### src/rtl/gray_ptr_rx.sv
`default_nettype none
// ============================================================================
//  Module   : gray_ptr_rx
//  Purpose  : Receive side of a gray-coded FIFO pointer crossing. Brings a
//             foreign-domain gray pointer into clk through a flop chain,
//             decodes it to binary, reports the per-cycle advance and
//             latches a sticky error on any multi-bit gray transition.
//  Ports    : clk       - receive-domain clock, rising edge
//             rst       - asynchronous, active-low reset
//             gray_in   - gray pointer from the foreign domain (async)
//             err_clr   - synchronous clear of seq_err (acts only in ERR)
//             bin_out   - registered binary pointer
//             bin_valid - pipeline holds post-reset data
//             step      - registered (new binary - previous bin_out) mod 2^PTR_W
//             seq_err   - sticky illegal-transition flag
//  Revision : 1.0 - initial release
// ============================================================================
module gray_ptr_rx #(
   parameter int PTR_W       = 5,
   parameter int SYNC_STAGES = 2   // legal range 2..4
) (
   input  logic             clk,
   input  logic             rst,
   input  logic [PTR_W-1:0] gray_in,
   input  logic             err_clr,
   output logic [PTR_W-1:0] bin_out,
   output logic             bin_valid,
   output logic [PTR_W-1:0] step,
   output logic             seq_err
);

   // FILL lasts SYNC_STAGES+1 edges: the counter runs 0..SYNC_STAGES.
   localparam logic [2:0] c_fill_last = 3'(SYNC_STAGES);

   typedef enum logic [1:0] {
      FILL = 2'd0,
      RUN  = 2'd1,
      ERR  = 2'd2
   } state_t;

   state_t                            r_state;
   state_t                            w_next;
   logic [2:0]                        r_fill_cnt;
   logic [SYNC_STAGES-1:0][PTR_W-1:0] r_sync;
   logic [PTR_W-1:0]                  r_gprev;
   logic [PTR_W-1:0]                  w_gs;
   logic [PTR_W-1:0]                  w_bin;
   logic [PTR_W-1:0]                  w_diff;
   logic                              w_viol;

   // Plain flop chain, nothing between stages; stage 0 samples gray_in.
   always_ff @(posedge clk or negedge rst) begin
      if (!rst) begin
         r_sync <= '0;
      end else begin
         r_sync <= {r_sync[SYNC_STAGES-2:0], gray_in};
      end
   end

   assign w_gs = r_sync[SYNC_STAGES-1];

   // Binary bit i is the XOR of all gray bits from i up to the MSB.
   always_comb begin
      w_bin = '0;
      for (int i = 0; i < PTR_W; i++) begin
         w_bin[i] = ^(w_gs >> i);
      end
   end

   // More than one bit set in the difference <=> clearing the lowest set
   // bit still leaves something.
   assign w_diff = w_gs ^ r_gprev;
   assign w_viol = (w_diff & (w_diff - 1'b1)) != '0;

   always_comb begin
      w_next = r_state;
      case (r_state)
         FILL:    if (r_fill_cnt == c_fill_last) w_next = RUN;
         RUN:     if (w_viol) w_next = ERR;
         ERR:     if (err_clr && !w_viol) w_next = RUN;   // a new violation beats the clear
         default: w_next = FILL;
      endcase
   end

   always_ff @(posedge clk or negedge rst) begin
      if (!rst) begin
         r_state    <= FILL;
         r_fill_cnt <= '0;
         r_gprev    <= '0;
         bin_out    <= '0;
         step       <= '0;
         bin_valid  <= 1'b0;
         seq_err    <= 1'b0;
      end else begin
         r_state    <= w_next;
         r_fill_cnt <= (r_state == FILL) ? 3'(r_fill_cnt + 3'd1) : 3'd0;
         r_gprev    <= w_gs;
         bin_out    <= w_bin;
         // While filling, bin_out still carries reset-era data, so no step.
         step       <= (r_state == FILL) ? '0 : (w_bin - bin_out);
         bin_valid  <= (w_next != FILL);
         seq_err    <= (w_next == ERR);
      end
   end

endmodule
`default_nettype wire

### config.mk
export PLATFORM = sky130hd
export DESIGN_NAME = gray_ptr_rx
export DESIGN_NICKNAME = d
export VERILOG_FILES = /design/src/rtl/gray_ptr_rx.sv
export SDC_FILE = /design/constraint.sdc
export NUM_CORES = 1
export LEC_CHECK = 0
export ABC_AREA = 1
export ABC_CLOCK_PERIOD_IN_PS = 3500
export BUFFER_PORTS_ARGS = -buffer_cell sky130_fd_sc_hd__buf_2
export CAP_MARGIN = 20
export CORE_MARGIN = 1.5
export CORE_UTILIZATION = 60
export CTS_BUF_LIST = sky130_fd_sc_hd__clkbuf_2 sky130_fd_sc_hd__clkbuf_4 sky130_fd_sc_hd__clkbuf_8
export DETAILED_ROUTE_END_ITERATION = 10
export PLACE_DENSITY = 0.84
export SLEW_MARGIN = 20
export SYNTH_ARGS = -nofsm -noshare
export SYNTH_HDL_FRONTEND = slang
export SYNTH_SLANG_ARGS = --single-unit
### constraint.sdc
create_clock -name clk -period 3.5 [get_ports clk]
set_input_delay 0.35 -clock clk [delete_from_list [all_inputs] [get_ports clk]]
set_output_delay 0.35 -clock clk [all_outputs]
set_load 0.02 [all_outputs]
==> run_results.csv, run 1 <==
group,metric,value,unit
run_status,status,"finished, final reports clean",
place,post-place-ws,1.16,ns
critical_path,crit_fanout,4,
yosys,synth_nets,132,
timing,max_slew.worst_pin.slew,0.641,ns
critical_path,end_kind,"flop",
critical_path,crit_type,"flop to flop",
timing,maxSlewHeadroom,57.3,%
layout,final_cells,168,
clock_tree,clkSinkCount,31,
clock_tree,worst_skew_pair.late_latency,0.31,ns
critical_path,startpoint_type,"flop",
yosys,netlist_area,1240,µm²
layout,areaGrowthSynthToFinish,13.4,%
clock_tree,cts_buffers,5,
layout,regArea,776,µm²
layout,drive_gt1_share,19.1,%
timing,finalClockSkew,0.00693,ns
place,dp_cells,162,
critical_path,path_cells,"xor2_2 -> xor2_2 -> xor2_1 -> inv_1 -> ha_1 -> fa_1 -> nor2_1 -> a211oi_1 -> o21ai_0 -> a21oi_1",
power,p_leak,0.791,nW
critical_path,crit_path_frequent_cell,"xor2_2",
timing,slew_viol_final,0,
power,power_density,683,nW/µm²
layout,postLayoutCellArea,1410,µm²
detailed_routing,via_count,795,
detailed_routing,drt_iter0_drc,4,
place,placed_area,1370,µm²
detailed_routing,viasPerCell,4.73,
yosys,synth_area_per_cell,10.6,µm²
yosys,ys_seq_elements,31,
critical_path,cp.required,3.69,ns
clock_tree,htree_levels,2,
global_routing,grt_pass1_wl,3.02,mm
clock_tree,cts_hold_buf,0,
die,dieArea,2360,µm²
detailed_routing,wirelength,1.75,mm
timing,max_freq,428,MHz
die,die_h,48.5,µm
flow_run,drv_cap,0,
timing,period_minus_slack,2.34,ns
yosys,synth_warnings,0,
global_routing,grt_use_total,17.7,%
layout,final_util,71.9,%
die,core,1960,µm²
place,dp_hpwl,1.31,mm
layout,fin_nets,157,
detailed_routing,wl_per_cell,10.4,µm
timing,tns,0,ns
global_routing,grt_antenna_before_repair,0,
clock_tree,cts_tree,"yes",
timing,setup_viol,0,
clock_tree,postCtsResizedCells,0,
min_path,hp-class,"primary input to async pin",
die,rows,16,
die,io_pins,20,
critical_path,max_stage_delay,0.43,ns
critical_path,crit_buf_inv,1,
power,ir_drop,0.431,mV
detailed_routing,dr.pass1.iters,2,
clock_tree,clockBufferDepth,2,
clock_tree,clkTransAtPathRegs,0.08,ns
timing,finalHoldWorstSlack,0.0539,ns
power,p_total,963,µW
timing,rsz0062_at_grt,"no",
critical_path,startpoint,"w_gs[3]$_DFF_PN0_",
clock_tree,postCtsSetupBuffers,0,
timing,fin_ws,1.16,ns
yosys,synth_seq_area_share,62.4,%
global_routing,grt_max_degree,32,
critical_path,regToRegStartpoint,"w_gs[3]$_DFF_PN0_",
critical_path,crit_slowest_cell,"dfrtp_1",
timing,fin_crit_sh,66.8,%
layout,fillers,152,
yosys,synthCells,117,
timing,hold_viol,0,
die,die_x,48.5,µm
clock_tree,root_buffer,"clkbuf_4",
detailed_routing,antenna_left,0,
critical_path,crit_arrival,2.53,ns
layout,multiInputGateArea,382,µm²
place,place.port_buffers,19,
global_routing,grt-ovfl-total,0,
critical_path,cp_top_family,"XOR/XNOR gates",
die,initial_core_util,63.4,%
yosys,ys_types,14,
detailed_routing,drc_errors,0,
layout,diodes,0,
global_routing,grt_pass1_vias,762,
place,place.gp.congestion,0.873,
[routing by layer]
layer | vias to the layer above | track usage (%) | share of wire, %
met5 | - | 0 | 0
met1 | 378 | 17.2 | 39
met3 | 2 | 9.26 | 4.8
li1 | 396 | - | -
met4 | 0 | 5.71 | 1.1
met2 | 19 | 32.2 | 55
[registers in the layout (all words and copies together) (netlist names)]
name        cells
bin_out         5
bin_valid       1
r_fill_cnt      3
r_gprev         4
r_state         2
r_sync          5
seq_err         1
step            5
w_gs            5
[cell usage after synthesis]
| library cell | count | area [µm²] |
|---|---|---|
| xor2_1 | 4 | 35.0 |
| nand2_1 | 24 | 90.1 |
| nand3_1 | 1 | 5.00 |
| ha_1 | 6 | 75.1 |
| nor2_1 | 15 | 56.3 |
| dfrtp_1 | 31 | 776 |
| buf_4 | 1 | 7.51 |
| xor2_2 | 2 | 32.5 |
| o21ai_0 | 3 | 15.0 |
| a211oi_1 | 2 | 15.0 |
| inv_1 | 21 | 78.8 |
| fa_1 | 1 | 20.0 |
| a21oi_1 | 4 | 20.0 |
| xnor2_1 | 2 | 17.5 |
[cell families after synthesis]
logic type	after synthesis	synth area share [%]
AOI/OAI and AO/OA	9	4.02
xor gates and xnor gates	8	6.84
adders and majority gates	7	7.65
buffers and inverters	22	6.94
DFF	31	62.4
and+or+nand+nor	40	12.2
[cell type report]
type	instances	area share (%)
Clock buffer	6	3.19
Inverter	21	5.59
Multi-Input combinational cell	64	27.1
Sequential cell	31	55.0
Tap cell	27	2.40
Timing Repair Buffer	19	6.74
[power by group]
part / leakage [nW] / switching [mW] / internal (mW) / total (mW)
sequential: 0.376 / 0.0351 / 0.434 / 0.470
clock: 0.0276 / 0.0976 / 0.0790 / 0.177
combinational: 0.388 / 0.205 / 0.112 / 0.317
[path summary, 6_finish.rpt]
| check | slack (ns) | depth (start not counted) | end |
|---|---|---|---|
| max in group asynchronous | 3.03 | 1 | w_gs[3]$_DFF_PN0_ |
| worst min-delay path | 0.05 | 1 | step[2]$_DFF_PN0_ |
| worst max register to register | 1.16 | 10 | step[4]$_DFF_PN0_ |
| worst min register to register | 0.35 | 0 | w_gs[4]$_DFF_PN0_ |
| min in group clk | 0.14 | 1 | r_sync[0]$_DFF_PN0_ |
| worst max-delay path | 1.16 | 10 | step[4]$_DFF_PN0_ |
[cell usage in the layout (no fill, tap or decap)]
cell type   n
dfrtp_1    31
nand2_1    24
inv_1      21
buf_2      19
nor2_1     15
ha_1        6
clkbuf_4    6
xor2_1      4
a21oi_1     4
o21ai_0     3
xor2_2      2
xnor2_1     2
a211oi_1    2
nand3_1     1
fa_1        1
Note: power is estimated with default switching activity, not from simulation.
==> run 2: changes to the inputs <==
- ABC_CLOCK_PERIOD_IN_PS: 3500 -> 2400
- CORE_UTILIZATION: 60 -> 57
- PLACE_DENSITY: 0.84 -> 0.8
- clock period: 3.5 -> 2.4 ns (I/O delays scaled with it)
==> run_results.csv, run 2 (synthesis results as in run 1) <==
group,metric,value,unit
power,clockPowerShare,22.7,%
power,p_int,992,µW
detailed_routing,dr.pass1.iters,4,
clock_tree,clkSinkCount,31,
power,p_total,1.50,mW
power,p_comb_share,31.4,%
global_routing,grt_use_total,18.0,%
layout,layout_common_cells,"dfrtp_1 (29), nand2_1 (24), inv_1 (21)",
min_path,whs_path_depth,1,
die,die_x,49.7,µm
critical_path,reg2reg_depth,10,
die,core,2000,µm²
critical_path,crit_type,"flop to flop",
timing,fin_ws,0.150,ns
place,post-place-ws,0.0856,ns
layout,fin_nets,161,
layout,layout_commonest_cell,"dfrtp_1",
timing,setup_viol,0,
critical_path,end_kind,"flop",
timing,finalClockSkew,0.0147,ns
place,place.gp.congestion,0.817,
power,ir_drop,0.720,mV
timing,slew_viol_final,0,
detailed_routing,wl_per_cell,10.5,µm
layout,diodes,0,
timing,maxSlewHeadroom,55.7,%
critical_path,cp.required,2.60,ns
global_routing,grt-ovfl-total,0,
global_routing,grt_pass1_vias,792,
power,p_sw,507,µW
die,initial_core_util,62.1,%
global_routing,grt_pass1_wl,3.24,mm
die,io_pins,20,
detailed_routing,drc_errors,0,
clock_tree,cts_buffers,5,
flow_run,drv_cap,0,
min_path,hp-class,"primary input to flop",
clock_tree,worst_skew_pair.late_latency,0.32,ns
critical_path,regToRegStartpoint,"w_gs[4]$_DFF_PN0_",
place,place.port_buffers,19,
detailed_routing,antenna_left,0,
clock_tree,clockBufferDepth,2,
timing,max_freq,444,MHz
critical_path,startpoint_type,"flop",
timing,hold_viol,0,
die,die_h,49.7,µm
detailed_routing,viasPerCell,4.75,
power,power_density,1010,nW/µm²
detailed_routing,drt_iter0_drc,5,
power,p_leak,0.823,nW
run_status,status,"finished, final reports clean",
clock_tree,clkTransAtPathRegs,0.09,ns
clock_tree,htree_levels,2,
global_routing,grt_antenna_before_repair,0,
power,seqPwrFrac,45.9,%
power,switching_share,33.8,%
timing,period_minus_slack,2.25,ns
critical_path,crit_arrival,2.45,ns
detailed_routing,wirelength,1.84,mm
place,dp_hpwl,1.26,mm
clock_tree,cts_tree,"yes",
detailed_routing,via_count,826,
die,dieArea,2470,µm²
global_routing,grt_max_degree,32,
critical_path,startpoint,"w_gs[4]$_DFF_PN0_",
critical_path,crit_fanout,3,
layout,drive_gt1_share,23.1,%
clock_tree,root_buffer,"clkbuf_4",
layout,areaGrowthSynthToFinish,19.3,%
timing,fin_crit_sh,93.8,%
die,rows,16,
min_path,min_from,"gray_in[1]",
timing,max_slew.worst_pin.slew,0.665,ns
## run 2: cell count changes in the layout (fill, tap and decap cells not counted)
cell / change
xor2_4: +1
buf_4: +3
clkbuf_8: +2
dlygate4sd3_1: +1
o21ai_1: +1
xor2_2: -1
o21ai_0: -1
dfrtp_1: -2
dfrtp_2: +2
## run 2: final cells by class
type	instances	area (µm²)
Tap cell	27	33.8
Fill cell	156	518
Clock buffer	8	72.6
Multi-Input combinational cell	64	393
Timing Repair Buffer	23	128
Inverter	21	78.8
Sequential cell	31	778
## run 2: final timing paths
check,endpoint,slack [ns]
setup / recovery,step[4]$_DFF_PN0_,0.15
hold / removal,r_sync[1]$_DFF_PN0_,0.03
setup reg to reg,step[4]$_DFF_PN0_,0.15
hold reg to reg,w_gs[1]$_DFF_PN0_,0.36
max in group asynchronous,w_gs[4]$_DFF_PN0_,1.42
min in group asynchronous,step[3]$_DFF_PN0_,0.49
## run 2: worst max-delay path, cell delays in order, from the launching register on
cell      delay [ns]
dfrtp_2         0.45
xor2_4          0.20
xor2_2          0.23
xor2_1          0.21
inv_1           0.07
ha_1            0.21
fa_1            0.41
nor2_1          0.12
a211oi_1        0.06
o21ai_1         0.12
a21oi_1         0.05
## run 2: power groups by stage
stage / combinational, mW / sequential (mW) / clock [mW]
finish: 0.470 / 0.688 / 0.341
global route: 0.539 / 0.703 / 0.376
CTS: 0.464 / 0.688 / 0.356
detailed placement: 0.459 / 0.696 / 0
global placement: 0.445 / 0.691 / 0
floorplan: 0.254 / 0.767 / 0
## run 2: metrics by stage
step	setup TNS (ns)	area, µm²	util [%]	hold WS, ns	std cells
2_1_floorplan	0	1240	-	-0.0556	117
3_3_place_gp	0	1370	68.2	0.299	162
3_5_place_dp	0	1370	68.2	0.309	162
4_1_cts	0	1450	72.3	0.0138	171
5_1_grt	-0.0339	1480	74.1	0.00868	174
6_report	0	1480	74.1	0.0315	174
## run 2: timing repair
action	4_1_cts	5_1_grt
endpoints found under the setup margin	0	1
gates resized for setup	0	4
setup buffers	0	3
hold buffers	1	0
hold endpoints to repair	31	0
## run 2: layer usage
layer  up-vias  routed length (µm)  track usage [%]  share of wire [%]
met5         -                   0                0                  0
met3         2                  91             6.36                5.0
li1        406                   -                -                  -
met2        20                 994             31.1                 54
met4         0                  23             6.48                1.3
met1       398                 726             20.5                 40
==> run 3: changes to the inputs <==
- CORE_UTILIZATION: 57 -> 55
- PLACE_DENSITY: 0.8 -> 0.78
==> run_results.csv, run 3 (synthesis results as in run 1) <==
group,metric,value,unit
run_status,status,"finished, final reports clean",
power,power_density,1030,nW/µm²
power,p_int,1.06,mW
critical_path,crit_arrival,2.46,ns
detailed_routing,antenna_left,0,
die,rows,17,
critical_path,crit_fanout,4,
detailed_routing,via_count,819,
die,core,2170,µm²
flow_run,drv_cap,0,
critical_path,cp.required,2.62,ns
place,dp_cells,163,
timing,fin_ws,0.158,ns
detailed_routing,dr.pass1.iters,4,
clock_tree,clockBufferDepth,2,
die,die_x,50.6,µm
global_routing,grt_use_total,17.7,%
min_path,hp-class,"primary input to flop",
layout,layout_commonest_cell,"dfrtp_1",
detailed_routing,wl_per_cell,10.1,µm
min_path,whs_path_depth,4,
layout,areaGrowthSynthToFinish,22.8,%
timing,max_slew.worst_pin.slew,0.649,ns
clock_tree,clkTransAtPathRegs,0.10,ns
die,initial_core_util,57.3,%
die,die_h,50.6,µm
global_routing,grt-ovfl-total,0,
timing,max_freq,446,MHz
place,dp_hpwl,1.25,mm
timing,fin_crit_sh,93.4,%
timing,maxSlewHeadroom,56.7,%
global_routing,grt_pass1_wl,3.11,mm
clock_tree,worst_skew_pair.late_latency,0.34,ns
global_routing,grt_pass1_vias,777,
timing,setup_viol,0,
die,io_pins,20,
power,clockPowerShare,26.6,%
detailed_routing,wirelength,1.81,mm
layout,postLayoutCellArea,1530,µm²
layout,fin_nets,165,
clock_tree,clkSinkCount,31,
detailed_routing,viasPerCell,4.58,
clock_tree,cts_tree,"yes",
place,place.port_buffers,19,
die,dieArea,2560,µm²
layout,diodes,0,
power,seqPwrFrac,43.3,%
layout,final_util,70.4,%
clock_tree,root_buffer,"clkbuf_4",
layout,layout_common_cells,"dfrtp_1 (31), nand2_1 (24), inv_1 (21)",
power,switching_share,33.0,%
global_routing,grt_max_degree,32,
detailed_routing,drt_iter0_drc,5,
clock_tree,cts_buffers,5,
critical_path,crit_type,"flop to flop",
power,p_total,1.58,mW
power,p_leak,0.845,nW
layout,drive_gt1_share,20.5,%
power,p_sw,521,µW
critical_path,startpoint_type,"flop",
timing,rsz0062_at_grt,"yes",
place,placed_area,1370,µm²
critical_path,reg2reg_depth,10,
timing,hold_viol,0,
power,ir_drop,0.703,mV
power,p_comb_share,30.1,%
timing,finalHoldWorstSlack,0.292,ns
layout,final_cells,179,
critical_path,end_kind,"flop",
place,post-place-ws,0.0888,ns
timing,slew_viol_final,0,
timing,period_minus_slack,2.24,ns
timing,finalClockSkew,0.0122,ns
place,place.gp.congestion,0.846,
clock_tree,htree_levels,2,
global_routing,grt_antenna_before_repair,0,
detailed_routing,drc_errors,0,
timing,tns,0,ns
[run 3: what timing repair did]
action | CTS | global route
hold endpoints to repair | 36 | 0
resized for setup | 0 | 1
setup endpoints to repair | 0 | 2
setup buffers | 0 | 2
hold buffers | 6 | 0
[run 3: final timing paths]
path	end	slack (ns)	startpoint
min in group asynchronous	step[4]$_DFF_PN0_	0.45	rst
worst max-delay path	step[4]$_DFF_PN0_	0.16	w_gs[3]$_DFF_PN0_
worst min-delay path	seq_err$_DFF_PN0_	0.29	err_clr
worst max register to register	step[4]$_DFF_PN0_	0.16	w_gs[3]$_DFF_PN0_
max in group asynchronous	r_sync[0]$_DFF_PN0_	1.52	rst
worst min register to register	w_gs[1]$_DFF_PN0_	0.35	r_sync[1]$_DFF_PN0_
[run 3: area by class of cell]
| class | instances | area [µm²] |
|---|---|---|
| well taps | 28 | 35.0 |
| flip-flops and latches | 31 | 776 |
| fillers | 191 | 642 |
| inverters | 21 | 78.8 |
| clock buffers | 6 | 51.3 |
| multi-input cells | 64 | 382 |
| repair buffers | 27 | 170 |
| clock inverters | 2 | 35.0 |
[run 3: power by group through the flow]
stage	Combinational [mW]	Clock, mW	Sequential [mW]
after floorplan	0.254	0	0.767
after global placement	0.442	0	0.690
after detailed placement	0.460	0	0.695
after CTS	0.472	0.433	0.684
after global routing	0.543	0.454	0.695
final	0.474	0.420	0.682
[run 3: routing by layer]
layer | global-route usage [%] | vias up | wire, µm
met3 | 7.44 | 4 | 119
met2 | 28.9 | 23 | 901
li1 | - | 414 | -
met5 | 0 | - | 0
met1 | 18.2 | 378 | 739
met4 | 12.2 | 0 | 49
[run 3: critical path, cell delays in order, from the launching register on]
cell	delay, ns
dfrtp_1	0.43
xor2_2	0.25
xor2_2	0.23
xor2_1	0.20
inv_1	0.06
ha_1	0.21
fa_1	0.41
nor2_1	0.10
a211oi_1	0.06
o21ai_1	0.13
a21oi_1	0.05
